--- config.mk ---
export PLATFORM = sky130hd
export DESIGN_NAME = video_cfg_scheduler_flat
export DESIGN_NICKNAME = d
export VERILOG_FILES = /design/src/rtl/video_cfg_scheduler_if.sv /design/src/rtl/video_cfg_scheduler.sv /design/src/flat_wrapper.sv
export SDC_FILE = /design/constraint.sdc
export NUM_CORES = 1
export LEC_CHECK = 0
export CAP_MARGIN = 10
export CELL_PAD_IN_SITES_DETAIL_PLACEMENT = 0
export CELL_PAD_IN_SITES_GLOBAL_PLACEMENT = 1
export CORE_AREA = 2 2 216 218
export DETAILED_ROUTE_END_ITERATION = 7
export DIE_AREA = 0 0 218 220
export PLACE_DENSITY_LB_ADDON = 0.1
export SKIP_CTS_REPAIR_TIMING = 1
export SLEW_MARGIN = 10
export SYNTH_ARGS = -nofsm -noshare
export SYNTH_HDL_FRONTEND = slang
export SYNTH_SLANG_ARGS = --single-unit
export TNS_END_PERCENT = 5
--- constraint.sdc ---
create_clock -name clk -period 10.9 [get_ports clk]
set_input_delay 2.18 -clock clk [delete_from_list [all_inputs] [get_ports clk]]
set_output_delay 2.18 -clock clk [all_outputs]
set_load 0.05 [all_outputs]
--- src/rtl/video_cfg_scheduler_if.sv ---
// Host register-write channel into the video configuration scheduler.
//
// Purpose
//   Groups the host-side valid/ready write bus (target core, register address,
//   write data) so the scheduler and its host can be connected as one bundle.
//
// Signals
//   host_valid  master -> slave  write request
//   host_ready  slave  -> master scheduler can accept this cycle
//   host_core   master -> slave  target core index, $clog2(NCORE) bits
//   host_addr   master -> slave  target register address, AW bits
//   host_data   master -> slave  write data, DW bits
//
// Modports
//   master  the host issuing writes
//   slave   the scheduler accepting them
interface video_cfg_scheduler_if #(
  parameter int NCORE = 4,
  parameter int AW    = 8,
  parameter int DW    = 32
);

  localparam int CW = $clog2(NCORE);

  logic          host_valid;
  logic          host_ready;
  logic [CW-1:0] host_core;
  logic [AW-1:0] host_addr;
  logic [DW-1:0] host_data;

  modport master (
    output host_valid,
    output host_core,
    output host_addr,
    output host_data,
    input  host_ready
  );

  modport slave (
    input  host_valid,
    input  host_core,
    input  host_addr,
    input  host_data,
    output host_ready
  );

endinterface

--- src/rtl/video_cfg_scheduler.sv ---
// Frame-synchronous configuration scheduler for the video core chain.
//
// Purpose
//   Buffers host register writes in a FIFO and replays them to the addressed
//   video core only during vertical blanking, so no core's pixel path changes
//   configuration mid-frame. With 'immediate' set, writes are applied as soon
//   as they are queued regardless of blanking.
//
// Ports
//   clk            in   system clock
//   rst            in   asynchronous, active-low reset
//   host           slave modport of video_cfg_scheduler_if (valid/ready write bus)
//   immediate      in   1: apply queued writes at once, ignore vblank
//   vblank         in   level, high during vertical blanking
//   core_wr_en     out  one-hot write strobe, one bit per core
//   core_wr_addr   out  register address to the cores
//   core_wr_data   out  write data to the cores
//   pending        out  number of entries currently queued
//   frame_applied  out  one-cycle pulse when a batch has fully drained
module video_cfg_scheduler #(
  parameter int NCORE = 4,
  parameter int AW    = 8,
  parameter int DW    = 32,
  parameter int DEPTH = 8
) (
  input  logic                     clk,
  input  logic                     rst,
  video_cfg_scheduler_if.slave     host,
  input  logic                     immediate,
  input  logic                     vblank,
  output logic [NCORE-1:0]         core_wr_en,
  output logic [AW-1:0]            core_wr_addr,
  output logic [DW-1:0]            core_wr_data,
  output logic [$clog2(DEPTH):0]   pending,
  output logic                     frame_applied
);

  localparam int CW = $clog2(NCORE);
  localparam int IW = $clog2(DEPTH);
  localparam int PW = IW + 1;

  typedef struct packed {
    logic [CW-1:0] core;
    logic [AW-1:0] addr;
    logic [DW-1:0] data;
  } entry_t;

  typedef enum logic [1:0] {
    IDLE,
    WAIT,
    DRAIN
  } state_t;

  entry_t        mem [DEPTH];
  entry_t        head;
  logic [PW-1:0] wr_ptr;
  logic [PW-1:0] rd_ptr;
  logic [PW-1:0] count;
  logic [PW-1:0] batch;
  logic [PW-1:0] batch_next;
  logic [PW-1:0] remaining;
  logic          full;
  logic          empty;
  logic          push;
  logic          pop;
  logic          done;
  logic          vblank_q;
  logic          vblank_rise;
  state_t        state;
  state_t        state_next;

  // Pointers carry one extra MSB: equal low bits with differing MSBs means full.
  assign count       = wr_ptr - rd_ptr;
  assign empty       = (wr_ptr == rd_ptr);
  assign full        = (wr_ptr[IW] != rd_ptr[IW]) && (wr_ptr[IW-1:0] == rd_ptr[IW-1:0]);
  assign push        = host.host_valid && !full;
  assign head        = mem[rd_ptr[IW-1:0]];
  assign vblank_rise = vblank && !vblank_q;
  assign pending     = count;

  // Ready is purely !full; a pop in the same cycle does not free the slot early.
  assign host.host_ready = !full;

  // Entries left after the final pop of a batch, including a same-cycle push.
  assign remaining = count - PW'(1) + PW'(push);

  // FIFO storage needs no reset; only the pointers define what is valid.
  always_ff @(posedge clk) begin
    if (push) begin
      mem[wr_ptr[IW-1:0]] <= '{core: host.host_core, addr: host.host_addr, data: host.host_data};
    end
  end

  // FIFO pointers, scheduler state, batch counter and the vblank edge detector.
  always_ff @(posedge clk or negedge rst) begin
    if (!rst) begin
      wr_ptr   <= '0;
      rd_ptr   <= '0;
      state    <= IDLE;
      batch    <= '0;
      vblank_q <= 1'b0;
    end else begin
      if (push) wr_ptr <= wr_ptr + PW'(1);
      if (pop)  rd_ptr <= rd_ptr + PW'(1);
      state    <= state_next;
      batch    <= batch_next;
      vblank_q <= vblank;
    end
  end

  // Next-state logic. A batch is the number of entries queued when draining
  // starts; anything pushed while draining belongs to the next batch.
  always_comb begin
    state_next = state;
    batch_next = batch;
    pop        = 1'b0;
    done       = 1'b0;
    case (state)
      IDLE: begin
        // Looking at the incoming push saves a cycle in immediate mode and
        // means a vblank rise right after the first push is not missed.
        if (!empty || push) begin
          if (immediate) begin
            state_next = DRAIN;
            batch_next = count + PW'(push);
          end else begin
            state_next = WAIT;
          end
        end
      end
      WAIT: begin
        if (empty) begin
          state_next = IDLE;
        end else if (immediate || vblank_rise) begin
          state_next = DRAIN;
          batch_next = count;
        end
      end
      DRAIN: begin
        // Blanking ended before the batch finished: stop without a pulse and
        // leave the rest queued, in order, for the next blanking interval.
        if (!immediate && !vblank) begin
          state_next = WAIT;
        end else begin
          pop        = 1'b1;
          batch_next = batch - PW'(1);
          if (batch == PW'(1)) begin
            done = 1'b1;
            if (remaining == '0) begin
              state_next = IDLE;
            end else if (immediate) begin
              state_next = DRAIN;
              batch_next = remaining;
            end else begin
              state_next = WAIT;
            end
          end
        end
      end
      default: begin
        state_next = IDLE;
        batch_next = '0;
      end
    endcase
  end

  // Registered write port to the cores: a pop in cycle N strobes in cycle N+1.
  // Entries naming a nonexistent core are consumed silently, and address/data
  // keep their last value whenever no write is presented.
  always_ff @(posedge clk or negedge rst) begin
    if (!rst) begin
      core_wr_en    <= '0;
      core_wr_addr  <= '0;
      core_wr_data  <= '0;
      frame_applied <= 1'b0;
    end else begin
      core_wr_en    <= '0;
      frame_applied <= done;
      if (pop && (32'(head.core) < 32'(NCORE))) begin
        core_wr_en   <= NCORE'(1'b1) << head.core;
        core_wr_addr <= head.addr;
        core_wr_data <= head.data;
      end
    end
  end

endmodule

--- src/flat_wrapper.sv ---
// flat-port wrapper written by rule: the top's interface ports become plain ports
module video_cfg_scheduler_flat 
#(
  parameter int NCORE = 4,
  parameter int AW    = 8,
  parameter int DW    = 32,
  parameter int DEPTH = 8
)
  (clk, rst, immediate, vblank, core_wr_en, core_wr_addr, core_wr_data, pending, frame_applied, host_host_valid, host_host_core, host_host_addr, host_host_data, host_host_ready);
  video_cfg_scheduler_if #(.NCORE(NCORE), .AW(AW), .DW(DW)) host_i ();
  input  logic clk;
  input  logic rst;
  input  logic immediate;
  input  logic vblank;
  output logic [NCORE-1:0] core_wr_en;
  output logic [AW-1:0] core_wr_addr;
  output logic [DW-1:0] core_wr_data;
  output logic [$clog2(DEPTH):0] pending;
  output logic frame_applied;
  input wire logic [$bits(host_i.host_valid)-1:0] host_host_valid;
  input wire logic [$bits(host_i.host_core)-1:0] host_host_core;
  input wire logic [$bits(host_i.host_addr)-1:0] host_host_addr;
  input wire logic [$bits(host_i.host_data)-1:0] host_host_data;
  output wire logic [$bits(host_i.host_ready)-1:0] host_host_ready;
  assign host_i.host_valid = host_host_valid;
  assign host_i.host_core = host_host_core;
  assign host_i.host_addr = host_host_addr;
  assign host_i.host_data = host_host_data;
  assign host_host_ready = host_i.host_ready;
  video_cfg_scheduler #(.NCORE(NCORE), .AW(AW), .DW(DW), .DEPTH(DEPTH)) u_core (.clk(clk), .rst(rst), .host(host_i), .immediate(immediate), .vblank(vblank), .core_wr_en(core_wr_en), .core_wr_addr(core_wr_addr), .core_wr_data(core_wr_data), .pending(pending), .frame_applied(frame_applied));
endmodule
# After elaboration in Yosys (flattened, before gate mapping)

Memories as Yosys holds them, arrays and structs flattened.
Cells that the tools add are included.

Reductions and logical operators: 15
$lt $le $gt $ge: 0
Eq/ne operators: 13
Shifts and indexed selects: 1
Muxes and demuxes: 25
$add $sub $neg: 7
Multipliers: 0
Bitwise logic cells: 0
Divide/modulo/power cells: 0

Operators with widths:

| kind                  | number |
|---|---|
| $mux W4               | 9 |
| $mux W2               | 7 |
| $pmux W4 S3           | 1 |
| $add A4 B1 Y4         | 2 |
| $add A4 B1 Y4 const B | 2 |
| $sub A4 B1 Y4 const B | 2 |
| $mux W1               | 7 |
| $ne A2 B2 Y1 const B  | 3 |
| $ne A3 B1 Y1 const B  | 2 |
| $pmux W2 S3           | 1 |
| $logic_not A1 Y1      | 5 |
| $reduce_and A5 Y1     | 1 |
| $eq A4 B1 Y1 const B  | 1 |
| $eq A4 B4 Y1          | 1 |
| $logic_and A1 B1 Y1   | 4 |
| $logic_not A4 Y1      | 1 |
| $ne A2 B1 Y1 const B  | 2 |
| $shl A1 B2 Y4 const A | 1 |
| $sub A4 B4 Y4         | 1 |
| $eq A3 B3 Y1          | 1 |
| $reduce_and A3 Y1     | 1 |
| $eq A2 B1 Y1 const B  | 1 |
| $eq A2 B2 Y1 const B  | 1 |
| $logic_not A2 Y1      | 1 |
| 2 further kinds       | 3 |

Output and inout bits: 50
Logic and storage cells: 71
Memory bits (writable): 336
Memory bits (read-only): 0
Latch bits: 0
Register bits: 60
Memories kept: 1

Memory list:

| name       | depth | width | rd ports | clocked after memory_dff | wr ports | RTL line                  | text |
|---|---|---|---|---|---|---|---|
| u_core.mem | 8     | 42    | 1        | 0                        | 1        | video_cfg_scheduler.sv:54 | `entry_t mem [DEPTH];` |

# Depth between registers and ports, before layout

Gate-level depths: netlist of the first run.

Depth in word-level cells: 10
Depth in mapped cells: 15

# Least setup slack after synthesis of the first run

Ideal clock, no wire load.

Kind: in2reg
From: input host_host_valid
To: memory u_core.mem[0][0] in the netlist's numbering, enable pin
Setup time: 0.546 ns
Data arrival time: 6.339 ns
Setup slack: 4.014 ns
Cell stages on the path: 2
Cells stage by stage: nand2_1 -> nor4_1

Word-level cells in the longest chain between the ends: 3

Ends and longest elaborated chain:

| what                          | RTL line                  | text |
|---|---|---|
| from (decl)                   | flat_wrapper.sv:20        | `input wire logic [$bits(host_i.host_valid)-1:0] host_host_valid;` |
| $logic_and A1 B1 Y1           | video_cfg_scheduler.sv:76 | `assign push = host.host_valid && !full;` |
| $mux W1                       | video_cfg_scheduler.sv:89 | `if (push) begin` |
| $mux W1 (implied by the code) | video_cfg_scheduler.sv:90 | `mem[wr_ptr[IW-1:0]] <= '{core: host.host_core, addr: host.host_addr, data: host.host_data};` |
| to (decl)                     | video_cfg_scheduler.sv:54 |  |

Every way passes these cells.

# Final worst setup path of the first run

From: register u_core.rd_ptr[0]
To: output pending[1]

Word-level cells in the longest chain between the ends: 1

Ends and longest elaborated chain:

| what                   | RTL line                   | text |
|---|---|---|
| from (decl)            | video_cfg_scheduler.sv:57  | `logic [PW-1:0] rd_ptr;` |
| from (signal assigned) | video_cfg_scheduler.sv:104 | `if (pop) rd_ptr <= rd_ptr + PW'(1);` |
| $sub A4 B4 Y4          | video_cfg_scheduler.sv:73  | `assign count = wr_ptr - rd_ptr;` |
| to (decl)              | flat_wrapper.sv:18         | `output logic [$clog2(DEPTH):0] pending;` |

Every way passes these cells.

==> impl_metrics.ini, run 1 <==
[synthesis]
synthSimpleGateAreaFrac = 0.0276
synthAdderAreaFrac = 0.0103
synth-edff-count = 336
yosysMostFrequentCell = edfxtp_1
syn_nets = 822
synth_compound_area_frac = 0.0259
yosys_warnings = 0
syn_area_mm2 = 0.0153
ys_async_sr_fraction = 0.152
synthMuxAreaShare = 0.154
yosysSeqAreaShare = 0.758
synth-xor-area-share = 0.0101
synth_seq_cells = 396
synth_cell_type_count = 49
yosys.area.top_type = edfxtp_1
synth.area.top_cells = edfxtp_1 66%, mux4_2 12%, dfrtp_1 9.8%
synth_ff_type = edfxtp_1
synth_top_family_by_area = multiplexers
netlist_top_cells_count = 336 x edfxtp_1, 84 x mux4_2, 60 x dfrtp_1, 60 x nand2_1, 44 x mux2i_1
yosysTopAreaCellShare = 0.659
postSynthCellCount = 763
avgSynthCellArea_um2 = 20.1

[final_layout]
nFillCells = 4121
syn2layout_area_growth_pct = 21.1
final_layout_size_suffix_gt1_frac = 0.205
nets = 945
fin_cells = 1531

[sta]
finalCritPeriodShare = 0.514
fin_setup_tns_ns = 0
tightest_slew_ns = 0.977
slew_headroom = 0.349
finalHoldViolCount = 0
setup_viol = 0
fin_ws_ns = 5.30
max_freq_ghz = 0.179
rsz0062_at_grt = false
period_minus_slack_ns = 5.60
skew_ns = 0.0134
slew_viol_final = 0

[power]
p_leak_nw = 6.30
p_total_mw = 5.65
ir_drop_v = 0.000296
powerDensity_mw_per_mm2 = 305

[setup_path]
cp.arrival_ns = 3.42
startpoint_type = flip-flop
worst-path-max-fanout = 45
slowest_delay_ns = 1.07
cp_slowest_cell = dfrtp_4
r2r_cells = 8
cp.required_ns = 8.72
crit_type = reg -> out
end_kind = output port
path_cells = ha_1 > fa_1 > inv_1 > clkdlybuf4s50_1

[floorplan]
die_x_um = 218
rows = 79
initial_utilization = 0.334
io_pins = 97
die_area_mm2 = 0.0480
die_h_um = 220
coreArea_mm2 = 0.0459

[clocking]
tritoncts = yes
numCtsBuffers = 44
root_buffer = clkbuf_16
path_clk_slew_ns = 0.06
cts_max_level = 2
cts_sinks = 396
clock_latency_ns = 0.56
clock_path_buffers = 3

[flow_run]
maxCapViolCount = 0

[drt]
drc = 0
first_pass_iters = 4
wl_per_cell_um = 21.7
routed_wl_um = 33200
drtIter0Drc = 412
routed-via-count = 7365
routed_via_density = 4.81
ant_nets = 0

[place]
io_buffers = 96
pre_cts_ws_ns = 5.82
place_hpwl_um = 18300
place_congestion = 0.722
dp.cells = 1447

[status]
status = finished clean

[global_routing]
grt_max_degree = 63
grtUsageTotal = 0.143
antenna_found_initial = 3
grt_remaining_overflow = 0
grt_pass1_wl_um = 49900
grt_pass1_vias = 7916

[min_path]
hold_class = reg -> reg
hold_path_depth = 2
## power by group
| part | switching [mW] | internal (mW) |
|---|---|---|
| Combinational | 1.17 | 0.804 |
| Clock | 0.594 | 0.930 |
| Sequential | 0.187 | 1.96 |
| Total | 1.95 | 3.70 |
## layout by cell type, fill, tap and decap left out, types with 2 or more instances in the layout
master | synthesis | layout
edfxtp_1 | 336 | 336
clkdlybuf4s50_1 | 0 | 95
mux4_2 | 84 | 84
nand2_1 | 60 | 60
dfrtp_1 | 60 | 58
clkbuf_16 | 0 | 45
mux2i_1 | 44 | 44
o21ai_0 | 35 | 35
buf_4 | 6 | 17
inv_1 | 14 | 13
o21ai_1 | 11 | 11
ha_1 | 11 | 11
xnor2_1 | 10 | 10
clkbuf_1 | 9 | 10
clkinv_2 | 0 | 8
nor2_1 | 9 | 7
bufinv_16 | 0 | 6
a21oi_1 | 5 | 5
nand2b_1 | 4 | 4
nor3_2 | 0 | 4
clkinv_1 | 0 | 4
clkbuf_8 | 0 | 4
nand3b_1 | 3 | 3
diode_2 | 0 | 2
xor2_2 | 2 | 2
nand3_1 | 2 | 2
or3_1 | 2 | 2
nor2_4 | 0 | 2
nor2b_1 | 2 | 2
mux2_2 | 2 | 2
a221o_1 | 2 | 2
inv_6 | 0 | 2
clkinv_4 | 0 | 2
clkinvlp_4 | 0 | 2
dfrtp_4 | 0 | 2
## area by class of cell
class	instances	area (µm²)	share of cell area
sequential	396	11600	0.626
multi-input combinational	317	3530	0.190
clock buffer	59	1220	0.0658
timing repair buffer	112	1080	0.0582
tap	607	759	0.0410
clock inverter	23	280	0.0151
inverter	15	57.6	0.00311
antenna	2	5.00	0.000270
## path summary, 6_finish.rpt
path / startpoint / to / slack (ns)
worst max-delay path: u_core.rd_ptr[0] / pending[1] / 5.30
worst min-delay path: u_core.core_wr_data[12] / u_core.core_wr_data[12] / 0.48
worst max register to register: u_core.rd_ptr[0] / u_core.mem[5][28] / 6.96
worst min register to register: u_core.core_wr_data[12] / u_core.core_wr_data[12] / 0.48
max in group asynchronous: rst / u_core.rd_ptr[0] / 8.38
min in group asynchronous: rst / u_core.core_wr_data[10] / 1.77
## per-layer routing
metal  share of wire  track usage  up-vias
met1            0.44        0.184     3865
li1                -            -     3307
met2            0.50        0.240      137
met5         0.00078            0        -
met4           0.021       0.0497        4
met3           0.044       0.0300       52
## flip-flops by register name (all words and copies together), names as in the netlist
name	cells
u_core.core_wr_addr	8
u_core.rd_ptr	4
u_core.vblank_q	1
u_core.batch	4
u_core.state	2
u_core.wr_ptr	4
u_core.mem	336
u_core.core_wr_data	32
u_core.frame_applied	1
u_core.core_wr_en	4
## through the flow
stage | hold slack [ns] | util | instance area (µm²)
global placement | 0.465 | 0.371 | 17000
finish | 0.478 | 0.404 | 18500
floorplan | 0.496 | - | 15300
global route | 0.507 | 0.404 | 18500
CTS | 0.483 | 0.404 | 18500
detailed placement | 0.470 | 0.371 | 17000
## kinds of logic after synthesis
family	count (synthesis)
adder cells (fa/ha/maj)	12
flip-flops	396
multiplexers	130
XOR/XNOR	14
AND/OR/NAND/NOR	95
AO/OA/AOI/OAI	66
buffers and inverters	50
## worst max-delay path, delay by kind of cell, from the launching register on
kind,cells,cell delay (ns)
flip-flops,1,1.07
buffers and inverters,2,0.95
adder cells (fa/ha/maj),2,0.82
(Power assumes the default switching activity.)
==> run 2, diff against run 1 <==
Clock period 10.9 ns to 4.7 ns, I/O delays scaled along.
==> impl_metrics.ini, run 2 (same netlist as run 1, synthesis figures left out) <==
[drt]
routed_wl_um = 34100
ant_nets = 0
first_pass_iters = 4
drc = 0
wl_per_cell_um = 22.3
drtIter0Drc = 490
routed-via-count = 7352
routed_via_density = 4.81

[floorplan]
die_area_mm2 = 0.0480
die_x_um = 218
die_h_um = 220
coreArea_mm2 = 0.0459
io_pins = 97
initial_utilization = 0.334
rows = 79

[global_routing]
grt_pass1_vias = 7972
antenna_found_initial = 3
grt_max_degree = 61
grt-busiest-layer = met2
use_met3 = 0.0335
use_met2 = 0.251
globalRouteMet1Util = 0.185
grt_remaining_overflow = 0
grt_pass1_wl_um = 51100
grtUsageTotal = 0.146

[min_path]
hold_class = reg -> reg

[clocking]
root_buffer = clkbuf_16
cts_sinks = 396
tritoncts = yes
cts_max_level = 2
clock_path_buffers = 3
numCtsBuffers = 43
path_clk_slew_ns = 0.06
clock_latency_ns = 0.56

[setup_path]
startpoint_type = flip-flop
crit_type = reg -> out
end_kind = output port
slowest_delay_ns = 0.86
cp_slowest_cell = clkdlybuf4s50_1
cp.required_ns = 3.76
path_cells = inv_1 > ha_1 > nand3b_1 > nand2_1 > xnor2_1 > clkdlybuf4s50_1
cp.arrival_ns = 3.12
worst-path-max-fanout = 33

[sta]
slew_headroom = 0.303
finalHoldViolCount = 0
max_freq_ghz = 0.246
skew_ns = 0.0155
slew_viol_final = 0
setup_viol = 0
holdWs_ns = 0.475
rsz0062_at_grt = false
period_minus_slack_ns = 4.06
finalCritPeriodShare = 0.864
tightest_slew_ns = 1.05

[flow_run]
maxCapViolCount = 0

[final_layout]
final_layout_size_suffix_gt1_frac = 0.201
nFillCells = 4145
final_common_cell = edfxtp_1
syn2layout_area_growth_pct = 20.8
fin_cells = 1528
largest_register_ffs = 336
n_antenna_cell = 0
seqCellArea_mm2 = 0.0116
nets = 947
layout_common_cells = 336 x edfxtp_1, 95 x clkdlybuf4s50_1, 84 x mux4_2
multi_input_area_mm2 = 0.00354

[status]
status = finished clean

[power]
powerDensity_mw_per_mm2 = 699
p_leak_nw = 6.27
ir_drop_v = 0.000501

[place]
dp.cells = 1450
place_congestion = 0.732
place_hpwl_um = 18600
io_buffers = 96
-- run 2: power by group --
part | switching (mW) | internal, mW | total (mW) | leakage (nW)
clock | 1.34 | 1.97 | 3.31 | 0.677
sequential | 0.355 | 4.55 | 4.90 | 3.79
combinational | 2.81 | 1.89 | 4.70 | 1.80
total | 4.50 | 8.41 | 12.9 | 6.27
-- run 2: area by class of cell --
cell class,instances,area share
Clock inverter,17,0.00853
Sequential cell,396,0.628
Tap cell,607,0.0411
Inverter,15,0.00311
Clock buffer,61,0.0662
Multi-Input combinational cell,317,0.192
Timing Repair Buffer,115,0.0616
-- run 2: per-layer routing --
layer  share of wire  wire length [µm]
met5         0.00070                24
met1            0.43             14700
met4           0.021               720
met2            0.50             17200
met3           0.041              1410
-- run 2: worst max-delay path, delay by kind of cell, from the launching register on --
kind	cells	cell delay, ns
xor gates and xnor gates	1	0.26
buffers and inverters	2	1.00
adders and majority gates	1	0.34
and+or+nand+nor	2	0.20
DFF	1	0.78
-- run 2: per-stage QoR --
stage | worst slack, ns | setup TNS (ns) | util | power (mW) | cell area [µm²]
after floorplan | -1.02 | -152.02 | - | 8.27 | 15300
after global routing | 0.413 | 0 | 0.403 | 13.6 | 18500
final | 0.641 | 0 | 0.403 | 12.9 | 18500
after detailed placement | 1.20 | 0 | 0.373 | 9.81 | 17100
after CTS | 0.585 | 0 | 0.403 | 13.2 | 18500
after global placement | 1.22 | 0 | 0.373 | 9.76 | 17100
-- run 2: worst paths after layout --
kind                                               from                      end  slack [ns]  depth (start not counted)
worst max-delay path                   u_core.rd_ptr[1]               pending[3]        0.64                          6
worst min-delay path            u_core.core_wr_data[18]  u_core.core_wr_data[18]        0.48                          2
worst max register to register         u_core.rd_ptr[1]        u_core.mem[3][39]        1.39                          9
worst min register to register  u_core.core_wr_data[18]  u_core.core_wr_data[18]        0.48                          2
max in group asynchronous                           rst         u_core.rd_ptr[0]        3.35                          1
min in group asynchronous                           rst   u_core.core_wr_data[5]        0.58                          1
==> run 3, diff against run 2 <==
Settings changed: ABC_CLOCK_PERIOD_IN_PS set to 4700.
==> results of run 3 <==
Same layout as run 2: the final DEF is identical, and so are final timing and power.
